File: config.mk
export PLATFORM = sky130hd
export DESIGN_NAME = ghost_mode_scheduler
export DESIGN_NICKNAME = d
export VERILOG_FILES = /design/src/rtl/ghost_mode_scheduler.sv
export SDC_FILE = /design/constraint.sdc
export NUM_CORES = 1
export LEC_CHECK = 0
export BUFFER_PORTS_ARGS = -buffer_cell sky130_fd_sc_hd__buf_2
export CAP_MARGIN = 40
export CORE_ASPECT_RATIO = 0.9
export CORE_UTILIZATION = 35
export DETAILED_ROUTE_END_ITERATION = 12
export PLACE_DENSITY = 0.49
export SLEW_MARGIN = 20
export SYNTH_ARGS = -nofsm -noshare
export SYNTH_HDL_FRONTEND = slang
export SYNTH_SLANG_ARGS = --single-unit
File: constraint.sdc
create_clock -name frame_clk -period 5.5 [get_ports frame_clk]
set_input_delay 0.275 -clock frame_clk [delete_from_list [all_inputs] [get_ports frame_clk]]
set_output_delay 0.275 -clock frame_clk [all_outputs]
set_load 0.02 [all_outputs]
File: src/rtl/ghost_mode_scheduler.sv
// Frame-rate scheduler for the shared ghost behaviour mode: scatter/chase waves,
// frightened mode on power pellets, per-ghost eating and the reverse/score pulses.
module ghost_mode_scheduler #(
  parameter int SCATTER_FRAMES = 420,
  parameter int CHASE_FRAMES   = 1200,
  parameter int FRIGHT_FRAMES  = 360,
  parameter int FLASH_FRAMES   = 120,
  parameter int NUM_WAVES      = 4,
  parameter int CNT_W          = 11
) (
  input  logic       Reset,
  input  logic       frame_clk,
  input  logic       hasMoved,
  input  logic       isDefeated,
  input  logic       power_pellet,
  input  logic [2:0] ghost_eaten,
  output logic [1:0] mode,
  output logic [2:0] frightened,
  output logic       flash,
  output logic       reverse,
  output logic [2:0] wave,
  output logic       eat_pulse,
  output logic [1:0] eat_idx
);

  typedef enum logic [1:0] {
    MODE_IDLE    = 2'd0,
    MODE_SCATTER = 2'd1,
    MODE_CHASE   = 2'd2,
    MODE_FRIGHT  = 2'd3
  } mode_e;

  localparam logic [CNT_W-1:0] SCATTER_LAST = CNT_W'(SCATTER_FRAMES - 1);
  localparam logic [CNT_W-1:0] CHASE_LAST   = CNT_W'(CHASE_FRAMES - 1);
  localparam logic [CNT_W-1:0] FRIGHT_LAST  = CNT_W'(FRIGHT_FRAMES - 1);
  localparam logic [CNT_W-1:0] FLASH_START  = CNT_W'(FRIGHT_FRAMES - FLASH_FRAMES);
  localparam logic [CNT_W-1:0] CNT_ONE      = CNT_W'(1);
  localparam logic [2:0]       LAST_WAVE    = 3'(NUM_WAVES - 1);

  mode_e            mode_q, mode_d;
  mode_e            saved_mode_q, saved_mode_d;
  logic [CNT_W-1:0] wave_timer_q, wave_timer_d;
  logic [CNT_W-1:0] saved_timer_q, saved_timer_d;
  logic [CNT_W-1:0] fright_timer_q, fright_timer_d;
  logic [2:0]       frightened_q, frightened_d;
  logic             flash_q, flash_d;
  logic             reverse_q, reverse_d;
  logic [2:0]       wave_q, wave_d;
  logic             eat_pulse_q, eat_pulse_d;
  logic [1:0]       eat_idx_q, eat_idx_d;
  logic [1:0]       eat_cnt_q, eat_cnt_d;

  logic [2:0]       eat_hit;
  logic [2:0]       eat_sel;

  // Isolate the lowest-index ghost that is both overlapped and still frightened.
  assign eat_hit = ghost_eaten & frightened_q;
  assign eat_sel = eat_hit & (~eat_hit + 3'd1);

  always_comb begin
    mode_d         = mode_q;
    saved_mode_d   = saved_mode_q;
    wave_timer_d   = wave_timer_q;
    saved_timer_d  = saved_timer_q;
    fright_timer_d = fright_timer_q;
    frightened_d   = frightened_q;
    wave_d         = wave_q;
    eat_idx_d      = eat_idx_q;
    eat_cnt_d      = eat_cnt_q;
    reverse_d      = 1'b0;
    eat_pulse_d    = 1'b0;

    if (!isDefeated) begin
      case (mode_q)
        MODE_IDLE: begin
          if (hasMoved) begin
            mode_d       = MODE_SCATTER;
            wave_timer_d = '0;
            wave_d       = '0;
          end
        end

        MODE_SCATTER, MODE_CHASE: begin
          if (power_pellet) begin
            // The pellet beats a same-frame expiry, so the saved timer may hold the terminal count.
            saved_mode_d   = mode_q;
            saved_timer_d  = wave_timer_q;
            mode_d         = MODE_FRIGHT;
            fright_timer_d = '0;
            frightened_d   = 3'b111;
            eat_cnt_d      = '0;
            reverse_d      = 1'b1;
          end else if (hasMoved) begin
            if (mode_q == MODE_SCATTER) begin
              if (wave_timer_q == SCATTER_LAST) begin
                mode_d       = MODE_CHASE;
                wave_timer_d = '0;
                reverse_d    = 1'b1;
              end else begin
                wave_timer_d = wave_timer_q + CNT_ONE;
              end
            end else if (wave_q == LAST_WAVE) begin
              if (wave_timer_q != CHASE_LAST) begin
                wave_timer_d = wave_timer_q + CNT_ONE;
              end
            end else if (wave_timer_q == CHASE_LAST) begin
              mode_d       = MODE_SCATTER;
              wave_d       = wave_q + 3'd1;
              wave_timer_d = '0;
              reverse_d    = 1'b1;
            end else begin
              wave_timer_d = wave_timer_q + CNT_ONE;
            end
          end
        end

        MODE_FRIGHT: begin
          if (power_pellet) begin
            fright_timer_d = '0;
            frightened_d   = 3'b111;
            reverse_d      = 1'b1;
          end else begin
            if (|eat_sel) begin
              frightened_d = frightened_q & ~eat_sel;
              eat_pulse_d  = 1'b1;
              eat_idx_d    = eat_cnt_q;
              eat_cnt_d    = (eat_cnt_q == 2'd3) ? 2'd3 : eat_cnt_q + 2'd1;
            end
            // All ghosts eaten on an earlier frame, or the fright time has run out.
            if ((frightened_q == 3'b000) || (hasMoved && (fright_timer_q == FRIGHT_LAST))) begin
              mode_d         = saved_mode_q;
              wave_timer_d   = saved_timer_q;
              frightened_d   = '0;
              fright_timer_d = '0;
            end else if (hasMoved) begin
              fright_timer_d = fright_timer_q + CNT_ONE;
            end
          end
        end

        default: ;
      endcase
    end

    flash_d = (mode_d == MODE_FRIGHT) && (fright_timer_d >= FLASH_START);
  end

  always_ff @(posedge frame_clk or posedge Reset) begin
    if (Reset) begin
      mode_q         <= MODE_IDLE;
      saved_mode_q   <= MODE_IDLE;
      wave_timer_q   <= '0;
      saved_timer_q  <= '0;
      fright_timer_q <= '0;
      frightened_q   <= '0;
      flash_q        <= 1'b0;
      reverse_q      <= 1'b0;
      wave_q         <= '0;
      eat_pulse_q    <= 1'b0;
      eat_idx_q      <= '0;
      eat_cnt_q      <= '0;
    end else begin
      mode_q         <= mode_d;
      saved_mode_q   <= saved_mode_d;
      wave_timer_q   <= wave_timer_d;
      saved_timer_q  <= saved_timer_d;
      fright_timer_q <= fright_timer_d;
      frightened_q   <= frightened_d;
      flash_q        <= flash_d;
      reverse_q      <= reverse_d;
      wave_q         <= wave_d;
      eat_pulse_q    <= eat_pulse_d;
      eat_idx_q      <= eat_idx_d;
      eat_cnt_q      <= eat_cnt_d;
    end
  end

  assign mode       = mode_q;
  assign frightened = frightened_q;
  assign flash      = flash_q;
  assign reverse    = reverse_q;
  assign wave       = wave_q;
  assign eat_pulse  = eat_pulse_q;
  assign eat_idx    = eat_idx_q;

endmodule

# Word-level counts from Yosys, hierarchy flattened
# Cells that the tools add are included.
# totals
regBits,50
wordCells,120
# op_classes
reduce_logical,15
eq_ne,22
muxes,58
addsub,5
bitwise_logic,7
n_lt_le_gt_ge,1
# ops
cell,count
2-to-1 mux 11 bit,15
one-hot mux 11 bit (3 select lines),1
2-to-1 mux 3 bit,10
2-to-1 mux 2 bit,14
"adder 11 x 1 -> 11 bit, second input constant",2
"equality test 11 x 9 -> 1 bit, second input constant",2
one-hot mux 11 bit (2 select lines),1
"inequality test 2 bit, second input constant",10
2-to-1 mux 1 bit,12
one-hot mux 3 bit (2 select lines),2
"equality test 11 bit, second input constant",1
">= comparator 11 x 8 -> 1 bit, second input constant",1
"inequality test 11 bit, second input constant",1
bitwise AND 3 bit,3
"equality test 2 bit, second input constant",4
"inequality test 4 bit, second input constant",2
AND reduction 4 bit,2
AND reduction 8 bit,1
AND reduction 7 bit,1
"adder 3 x 1 -> 3 bit, second input constant",2
inverter 3 bit,2
one-hot mux 2 bit (3 select lines),1
AND reduction 5 bit,1
one-hot mux 2 bit (2 select lines),1
other kinds (13),16

# Depth between registers and ports, before layout
# Gate-level depths: netlist (run 1).
# logic_depth
ltp_word,10
depth_mapped,10
mapped_depth_nobuf,8

# Worst setup path before layout (run 1)
# Ideal clock, no wire load.
# synth_timing
path_kind,register to register
from,register wave_q[0] (netlist: wave[0])
to,register wave_timer_q[8]
synth_period_minus_slack_ns,2.376
stages_incl_launch_ff,9
setup_slack_ns,3.124
n_path_buf,1
arrival_ns,2.248
setup_time_ns,0.127
path_cell_list,dfrtp_1 -> ha_1 -> ha_1 -> or4_1 -> a21oi_1 -> nor2_1 -> clkbuf_1 -> a32oi_1 -> o22ai_1
# synth_between
elab_chain_cells,6
word_cells_on_any_way,8
cone_classes,eq/ne: 2; mux: 5; reduce/logical: 1
# synth_rtl
element,line_no,source
from (decl),48,"logic [2:0] wave_q, wave_d;"
from (signal assigned),171,wave_q <= wave_d;
equality test 3 x 2 -> 1 bit (*),102,end else if (wave_q == LAST_WAVE) begin
2-to-1 mux 11 bit,102,
2-to-1 mux 11 bit,94,if (mode_q == MODE_SCATTER) begin
2-to-1 mux 11 bit,93,end else if (hasMoved) begin
2-to-1 mux 11 bit,84,if (power_pellet) begin
one-hot mux 11 bit (3 select lines),74,case (mode_q)
to (signal assigned),165,wave_timer_q <= wave_timer_d;
to (decl),42,"logic [CNT_W-1:0] wave_timer_q, wave_timer_d;"
# Every way passes the cells marked *; elsewhere a longest branch is shown, timed or not. The select of a mux whose other input is x is not followed.
# A chain may end at the register's enable or synchronous reset.

# Worst setup path after layout (run 1)
# layout_timing
from,register mode_q[0] (netlist: mode[0])
to,register flash_q (netlist: flash)
# layout_between
word_cells_on_any_way,21
cone_classes,order compare: 1; eq/ne: 4; mux: 13; reduce/logical: 3
# layout_rtl
element,line_no,source
from (decl),40,"mode_e mode_q, mode_d;"
from (signal assigned),163,mode_q <= mode_d;
equality test 2 x 1 -> 1 bit / equality test 2 bit (equally long branches),74,
OR reduction 2 bit,74,
one-hot mux 11 bit (2 select lines) (*),74,
2-to-1 mux 11 bit (*),73,if (!isDefeated) begin
named net fright_timer_d[6],44,"logic [CNT_W-1:0] fright_timer_q, fright_timer_d;"
>= comparator 11 x 8 -> 1 bit (*),145,flash_d = (mode_d == MODE_FRIGHT) && (fright_timer_d >= FLASH_START);
logical AND 1 bit (*),145,
named net flash_d,46,"logic flash_q, flash_d;"
to (signal assigned),169,flash_q <= flash_d;
to (decl),46,
# The timed path passes the listed nets; every way through them passes the cells marked *.

==> metrics.cfg, run 1 <==
[run_status]
status=complete, but fails checks
failed_checks=design-rule violations

[cts]
postCtsSetupBuffers=0
cts_buffers=5
cts_max_path_buffers=2
path_clk_slew_ps=90
cts_root_buffer=clkbuf_8
clk-insertion-delay-late_ps=300
cts_htree_levels=2
cts_tree=yes
cts_resized=0
cts_hold_buf=0
cts_sinks=50

[worst_hold_path]
hold_path_class=input port to async pin

[critical_path]
cp-start-kind=flop
max_stage_delay_ps=700
critical_path_class=flop to flop
cp.arrival_ps=3340
r2r_setup_slack_ps=2370
crit_chain=ha_1 > inv_1 > nor3_1 > nand2_1 > o22ai_1 > nand3_1 > a211oi_1
cp.required_ps=5710
critPathTopFamily=simple AND/OR/NAND/NOR gates
cp-end-kind=flop
cp_max_fo=20
r2r_cells=7
slowest_stage=ha_1
cp.depth=7
critPathBufInv=1

[floorplan]
core_area_sq_um=8029
io_pins=21
rows=31
start_util_pct=36.01
dieArea_sq_um=8630
die_w_um=97.81
die_y_um=88.23

[synthesis]
synth.top_cells.by_count=dfrtp_1 (50), nand2_1 (37), nor2_1 (35)
synth_area_sq_um=2892
ys_ff_latch=50
synth-seq-area-share_pct=43.27
synth_top_family_by_area=compound AO/OA/AOI/OAI gates
synthDistinctLibCells=49
synth_ff_type=dfrtp_1
yosysWarnings=0
synth-async-reset-ratio_pct=100.0
synth.avg_cell_area_sq_um=8.357
synth-simple-area-share_pct=21.64
synth_top_cell_by_area=dfrtp_1
synth-compound-area-share_pct=22.07
synth_edf_count=0
syn_inst=346
yosys.area_share.xor_xnor_pct=0.9087
synth_top_area_share_pct=43.27
netlist_top_cells_area=dfrtp_1 (43%), o21ai_0 (5.0%), nand2_1 (4.8%)
yosysMostFrequentCell=dfrtp_1
synth_fp_nets=361
muxShareOfSynthArea_pct=1.904
synth_adder_area_share_pct=3.029

[route]
drt-met1-wl_mm=3.903
route.antenna.remaining_nets=0
routedWlPerCell_um=15.70
drt_iter0_drc=230
drt_wl_total_mm=7.161
wl_met3_um=294
dr_wl_met2_mm=2.906
drc=6
dr_total_vias=2540
top_layer_used=met4
first_pass_iters=8
vias_per_cell=5.570

[cells_and_area]
final_cells=456
final_area_sq_um=3138
nNetsFinal=371
drive_gt1_share_pct=11.76
fin_util_pct=39.08
area_growth_pct=8.524
diodes=0

[global_route]
grt_pass1_wl_mm=12.22
antenna_found_initial=0
grt-ovfl-total=0
grt_max_degree=51
grt_pass1_vias=2358
track_usage_pct=17.73

[sta]
fmax_mhz=319.2
finalSetupViolCount=0
fin_worst_skew_ps=7.762
worst_pin_slew_ps=794.8
final.period_utilization_pct=56.96
slew_violations=0
setup_tns_ps=0
hold_violations=0
holdWs_ps=137.1
rsz0062_at_grt=no
slew_headroom_pct=46.53
fin_crit_ps=3133

[placement]
gp_congestion=0.8144
hpwl_mm=5.081
dp_cells=447
port_buffers=20
place_area_sq_um=3035

[power]
p_per_area_nw_per_um2=447.2
ir_drop_v=0.0001497
p_leak_nw=1.270

[flow_run]
drv_cap=0

-- worst reg2reg max path, cell delays in order (launching register included) --
cell and delay, ps:
dfrtp_1 480, ha_1 700, inv_1 270, nor3_1 530, nand2_1 410, o22ai_1 320
nand3_1 100, a211oi_1 250
-- cell type report --
| cell class | instances | area [sq um] |
|---|---|---|
| timing repair buffer | 24 | 130.1 |
| clock inverter | 2 | 12.51 |
| fill | 831 | 4891 |
| multi-input combinational | 247 | 1433 |
| tap | 99 | 123.9 |
| sequential | 50 | 1251 |
| clock buffer | 6 | 82.58 |
| inverter | 28 | 105.1 |
-- per-layer routing --
layer	vias up	GRT usage, %
met1	1217	27.55
met3	5	2.844
met4	0	3.719
met5	-	0
li1	1269	-
met2	49	25.73
-- state kept, by name, summed over array words and instances, names as in the netlist, 2 cells and up --
register	count
fright_timer_q	11
saved_mode_q	2
saved_timer_q	11
frightened	3
eat_cnt_q	2
mode	2
eat_idx	2
wave_timer_q	11
wave	3
-- power breakdown --
group,internal [mW],switching (mW)
sequential,0.487,0.100
combinational,0.200,0.388
clock,0.101,0.126
-- final timing paths --
| path | from | endpoint |
|---|---|---|
| max reg2reg | mode[0]$_DFF_PP0_ | flash$_DFF_PP0_ |
| min in group frame_clk | hasMoved | reverse$_DFF_PP0_ |
| max | mode[0]$_DFF_PP0_ | flash$_DFF_PP0_ |
| min | Reset | flash$_DFF_PP0_ |
| min reg2reg | saved_timer_q[4]$_DFFE_PP0P_ | saved_timer_q[4]$_DFFE_PP0P_ |
| max in group asynchronous | Reset | eat_pulse$_DFF_PP0_ |
-- cells by family after synthesis --
kind of cell,Yosys count
AOI/OAI and AO/OA,101
xor gates and xnor gates,3
adders and majority gates,7
buffers and inverters,49
DFF,50
muxes,5
and+or+nand+nor,131
-- layout by cell type (no fill, tap or decap), types with 2 or more instances in the layout --
cell / count
dfrtp_1: 50
nand2_1: 37
nor2_1: 35
o21ai_0: 29
inv_1: 27
buf_2: 20
a21oi_1: 18
nand3_1: 16
o22ai_1: 12
nor3_1: 9
nor4_1: 9
o21ai_1: 7
ha_1: 7
a31oi_1: 6
clkbuf_8: 6
a22oi_1: 5
a32oi_1: 4
nand4_1: 4
mux2_2: 4
o31ai_1: 4
buf_4: 4
or3_1: 3
or4_1: 3
a211oi_1: 3
or2_2: 2
nor2b_1: 2
nand2b_1: 2
o22a_1: 2
xnor2_1: 2
and3_1: 2
o311ai_0: 2
-- stage by stage --
step	setup WS (ps)	power, mW
4_1_cts	2416	1.408
2_1_floorplan	3124	1.006
3_5_place_dp	2391	1.178
5_1_grt	2016	1.525
6_report	2367	1.403
3_3_place_gp	2565	1.178
Note: power is estimated with default switching activity, not from simulation.
==> inputs of run 2 (changes only) <==
==> constraint.sdc (replaced) <==
create_clock -name frame_clk -period 3.1 [get_ports frame_clk]
set_input_delay 0.155 -clock frame_clk [delete_from_list [all_inputs] [get_ports frame_clk]]
set_output_delay 0.155 -clock frame_clk [all_outputs]
set_load 0.02 [all_outputs]
==> metrics.cfg, run 2 (synthesis results as in run 1) <==
[run_status]
status=complete, but fails checks
failed_checks=design-rule violations

[floorplan]
rows=31
dieArea_sq_um=8630
io_pins=21
die_w_um=97.81
start_util_pct=36.01
core_area_sq_um=8029
die_y_um=88.23

[worst_hold_path]
holdPathStages=4
hold_path_class=input port to flop
holdPathEnd=frightened[0]$_DFFE_PP0P_
hp-start=ghost_eaten[0]

[critical_path]
critical_path_class=flop to flop
cp.required_ps=3320
cp.arrival_ps=2850
cp-end-kind=flop
r2r_setup_slack_ps=460
r2r_start=mode[0]$_DFF_PP0_
reg2reg_to=wave_timer_q[5]$_DFFE_PP0P_
cp-start-kind=flop
cp_max_fo=11
r2r_cells=8

[cells_and_area]
diodes=0
nNetsFinal=379
final_cells=463
drive_gt1_share_pct=13.19
final_cell_mix=dfrtp_1 (50), nand2_1 (37), nor2_1 (35)
final_common_cell=dfrtp_1
area_growth_pct=11.29
reg.largest.list=fright_timer_q (11), saved_timer_q (11), wave_timer_q (11)

[global_route]
grt-ovfl-total=0
grt_pass1_vias=2349
grt_max_degree=35
grt_pass1_wl_mm=12.12
antenna_found_initial=0
track_usage_pct=17.84

[placement]
hpwl_mm=5.298
port_buffers=20
dp_cells=455
gp_congestion=0.8177

[power]
p_switching_mw=1.098
p_leak_nw=1.319
seq_power_share_pct=39.9
p_per_area_nw_per_um2=808.9
power_frac_clock_pct=18.2
ir_drop_v=0.0002995
p_int_mw=1.506
combPwrFrac_pct=41.9
switching_share_pct=42.17

[route]
first_pass_iters=9
drc=6
dr_total_vias=2566
routedWlPerCell_um=16.06
drt_wl_total_mm=7.436
drt_iter0_drc=228
vias_per_cell=5.542
route.antenna.remaining_nets=0

[sta]
final.period_utilization_pct=85.00
worst_pin_slew_ps=859.9
fin_crit_ps=2635
setup_tns_ps=0
hold_violations=0
finalSetupViolCount=0
slew_headroom_pct=42.46
slew_violations=0
fin_worst_skew_ps=13.44
fmax_mhz=379.5
rsz0062_at_grt=no

[cts]
cts_buffers=5
clk-insertion-delay-late_ps=310
cts_tree=yes
cts_max_path_buffers=2
path_clk_slew_ps=90
cts_root_buffer=clkbuf_8
cts_sinks=50
cts_htree_levels=2

[flow_run]
drv_cap=0

-- run 2: repair_timing --
action,4_1_cts,5_1_grt
hold buffers,1,0
gates resized for setup,0,0
buffers inserted,0,0
endpoints found under the hold margin,33,0
-- run 2: how the worst max path moves through the flow --
stage	end	startpoint	slack [ps]
2_1_floorplan	wave_timer_q[8]$_DFFE_PP0P_	wave[0]$_DFFE_PP0P_	720
3_3_place_gp	wave_timer_q[4]$_DFFE_PP0P_	mode[0]$_DFF_PP0_	530
3_5_place_dp	wave_timer_q[7]$_DFFE_PP0P_	mode[0]$_DFF_PP0_	500
4_1_cts	wave_timer_q[7]$_DFFE_PP0P_	fright_timer_q[4]$_DFF_PP0_	490
5_1_grt	wave_timer_q[7]$_DFFE_PP0P_	mode[0]$_DFF_PP0_	270
6_report	wave_timer_q[5]$_DFFE_PP0P_	mode[0]$_DFF_PP0_	460
-- run 2: final cells by class --
| class | count | area, sq um |
|---|---|---|
| clock buffer | 6 | 82.58 |
| clock inverter | 1 | 30.03 |
| fill | 799 | 4811 |
| inverter | 28 | 105.1 |
| multi-input combinational | 247 | 1433 |
| sequential | 50 | 1251 |
| tap | 99 | 123.9 |
| timing repair buffer | 32 | 192.7 |
-- run 2: power groups by stage --
stage	clock (mW)	sequential, mW	combinational [mW]
2_1_floorplan	0	1.08	0.706
3_3_place_gp	0	1.05	1.08
3_5_place_dp	0	1.05	1.09
4_1_cts	0.492	1.04	1.09
5_1_grt	0.516	1.08	1.22
6_report	0.473	1.04	1.09
-- run 2: metrics by stage --
| stage | util (%) | area (sq um) | hold WS, ps | setup slack [ps] | power (mW) |
|---|---|---|---|---|---|
| 2_1_floorplan | - | 2892 | 301.6 | 724.5 | 1.785 |
| 3_5_place_dp | 38.55 | 3095 | 320.4 | 500.5 | 2.137 |
| 3_3_place_gp | 38.55 | 3095 | 322.1 | 531.0 | 2.124 |
| 6_report | 40.08 | 3218 | 212.3 | 464.9 | 2.603 |
| 5_1_grt | 40.08 | 3218 | 219.9 | 273.8 | 2.808 |
| 4_1_cts | 40.08 | 3218 | 211.9 | 494.3 | 2.622 |
-- run 2: metal layers --
metal / global-route usage, % / vias up / wire, um
met4: 4.270 / 0 / 64
met2: 27.53 / 42 / 3145
li1: - / 1277 / -
met1: 26.39 / 1237 / 4061
met5: 0 / - / 0
met3: 2.607 / 10 / 163
-- run 2: critical path, cell delays in order, from the launching register on --
cell and delay, ps:
dfrtp_1 470, inv_1 120, ha_1 430, o21ai_0 500, o21ai_0 170, nor2_1 130
o211ai_1 100, or2_1 400, o22ai_1 230
==> inputs of run 3 (changes only) <==
--- a/config.mk
+++ b/config.mk
@@ -11,6 +11,7 @@
 export CORE_UTILIZATION = 35
 export DETAILED_ROUTE_END_ITERATION = 12
 export PLACE_DENSITY = 0.49
+export SETUP_SLACK_MARGIN = 0.5
 export SLEW_MARGIN = 20
 export SYNTH_ARGS = -nofsm -noshare
 export SYNTH_HDL_FRONTEND = slang
==> metrics.cfg, run 3 (synthesis results as in run 1) <==
[run_status]
status=complete, but fails checks
failed_checks=design-rule violations

[critical_path]
cp-start-kind=flop
cp-startpoint=fright_timer_q[4]$_DFF_PP0_
slowest_stage=or4_4
critical_path_class=flop to flop
r2r_start=fright_timer_q[4]$_DFF_PP0_
cp_max_fo=12
max_stage_delay_ps=540
cp-end-kind=flop
crit_chain=or4_4 > o41a_2 > nand2_1 > o211ai_1 > or2_2 > o22ai_1
cp.arrival_ps=2690
cp.required_ps=3320

[cells_and_area]
final_area_sq_um=3234
diodes=0
final_common_cell=dfrtp_1
nNetsFinal=379
final_cell_mix=dfrtp_1 (50), nand2_1 (36), nor2_1 (34)
area_growth_pct=11.86
fin_util_pct=40.28
final_cells=463
drive_gt1_share_pct=14.84
reg.largest.list=fright_timer_q (11), saved_timer_q (11), wave_timer_q (11)

[cts]
cts_sinks=50
cts_root_buffer=clkbuf_8
clk-insertion-delay-late_ps=310
postCtsSetupBuffers=0
cts_tree=yes
cts_buffers=5
path_clk_slew_ps=100
cts_htree_levels=2
cts_max_path_buffers=2

[global_route]
grt_pass1_wl_mm=12.12
antenna_found_initial=0
grt-ovfl-total=0
grt_max_degree=35
track_usage_pct=17.84
grt_pass1_vias=2351

[power]
p_leak_nw=1.324
power_frac_clock_pct=18.2
p_switching_mw=1.095
combPwrFrac_pct=42.0
total_power_mw=2.606
p_int_mw=1.511
ir_drop_v=0.0003016
seq_power_share_pct=39.8
switching_share_pct=42.02
p_per_area_nw_per_um2=805.9

[sta]
fin_crit_ps=2470
holdWs_ps=206.3
hold_violations=0
setup_tns_ps=0
final.period_utilization_pct=79.68
fmax_mhz=404.8
setup_ws_ps=629.9
worst_pin_slew_ps=756.8
slew_headroom_pct=49.08
finalSetupViolCount=0
fin_worst_skew_ps=15.66
slew_violations=0
rsz0062_at_grt=no

[floorplan]
start_util_pct=36.01
die_w_um=97.81
io_pins=21
core_area_sq_um=8029
dieArea_sq_um=8630
die_y_um=88.23
rows=31

[placement]
place_area_sq_um=3095
dp_cells=455
port_buffers=20
gp_congestion=0.8177
pre_cts_ws_ps=500.5
hpwl_mm=5.298

[route]
routedWlPerCell_um=15.87
route.antenna.remaining_nets=0
vias_per_cell=5.579
drt_wl_total_mm=7.347
dr_total_vias=2583
first_pass_iters=8
drt_iter0_drc=205
drc=6

[worst_hold_path]
hp-start=ghost_eaten[0]
hold_path_class=input port to flop

[flow_run]
drv_cap=0

run 3: repair_timing:
action,4_1_cts,5_1_grt
hold buffers,1,0
endpoints found under the setup margin,2,11
resized for setup,1,6
gates cloned,0,0
pin swaps,1,0
endpoints found under the hold margin,33,0
run 3: cell type report:
cell class | instances | area, sq um
Timing Repair Buffer | 32 | 192.7
Clock buffer | 6 | 82.58
Multi-Input combinational cell | 247 | 1449
Fill cell | 801 | 4795
Tap cell | 99 | 123.9
Clock inverter | 1 | 30.03
Sequential cell | 50 | 1251
Inverter | 28 | 105.1
run 3: power groups by stage:
stage / sequential, mW / combinational, mW / clock (mW)
floorplan: 1.08 / 0.706 / 0
global placement: 1.05 / 1.08 / 0
detailed placement: 1.05 / 1.09 / 0
CTS: 1.04 / 1.09 / 0.492
global route: 1.08 / 1.23 / 0.516
finish: 1.04 / 1.09 / 0.475
run 3: path summary, 6_finish.rpt:
check                                          endpoint  slack, ps  cells after the start
setup / recovery            wave_timer_q[5]$_DFFE_PP0P_        630                      6
hold / removal                frightened[0]$_DFFE_PP0P_        210                      4
setup reg to reg            wave_timer_q[5]$_DFFE_PP0P_        630                      6
hold reg to reg            saved_timer_q[2]$_DFFE_PP0P_        490                      2
max in group asynchronous   fright_timer_q[5]$_DFF_PP0_       1870                      4
min in group asynchronous  saved_timer_q[7]$_DFFE_PP0P_        500                      3
run 3: layer usage:
| layer | vias up | GRT usage [%] | share of wire [%] |
|---|---|---|---|
| met3 | 5 | 2.607 | 3.9 |
| met1 | 1238 | 26.39 | 53 |
| met2 | 61 | 27.53 | 43 |
| met4 | 0 | 4.270 | 0.56 |
| met5 | - | 0 | 0 |
| li1 | 1279 | - | - |
run 3: worst max-delay path: cells and delay by family, from the launching register on:
kind / cells / cell delay, ps
simple gates: 3 / 1100
compound gates: 3 / 820
flops: 1 / 460
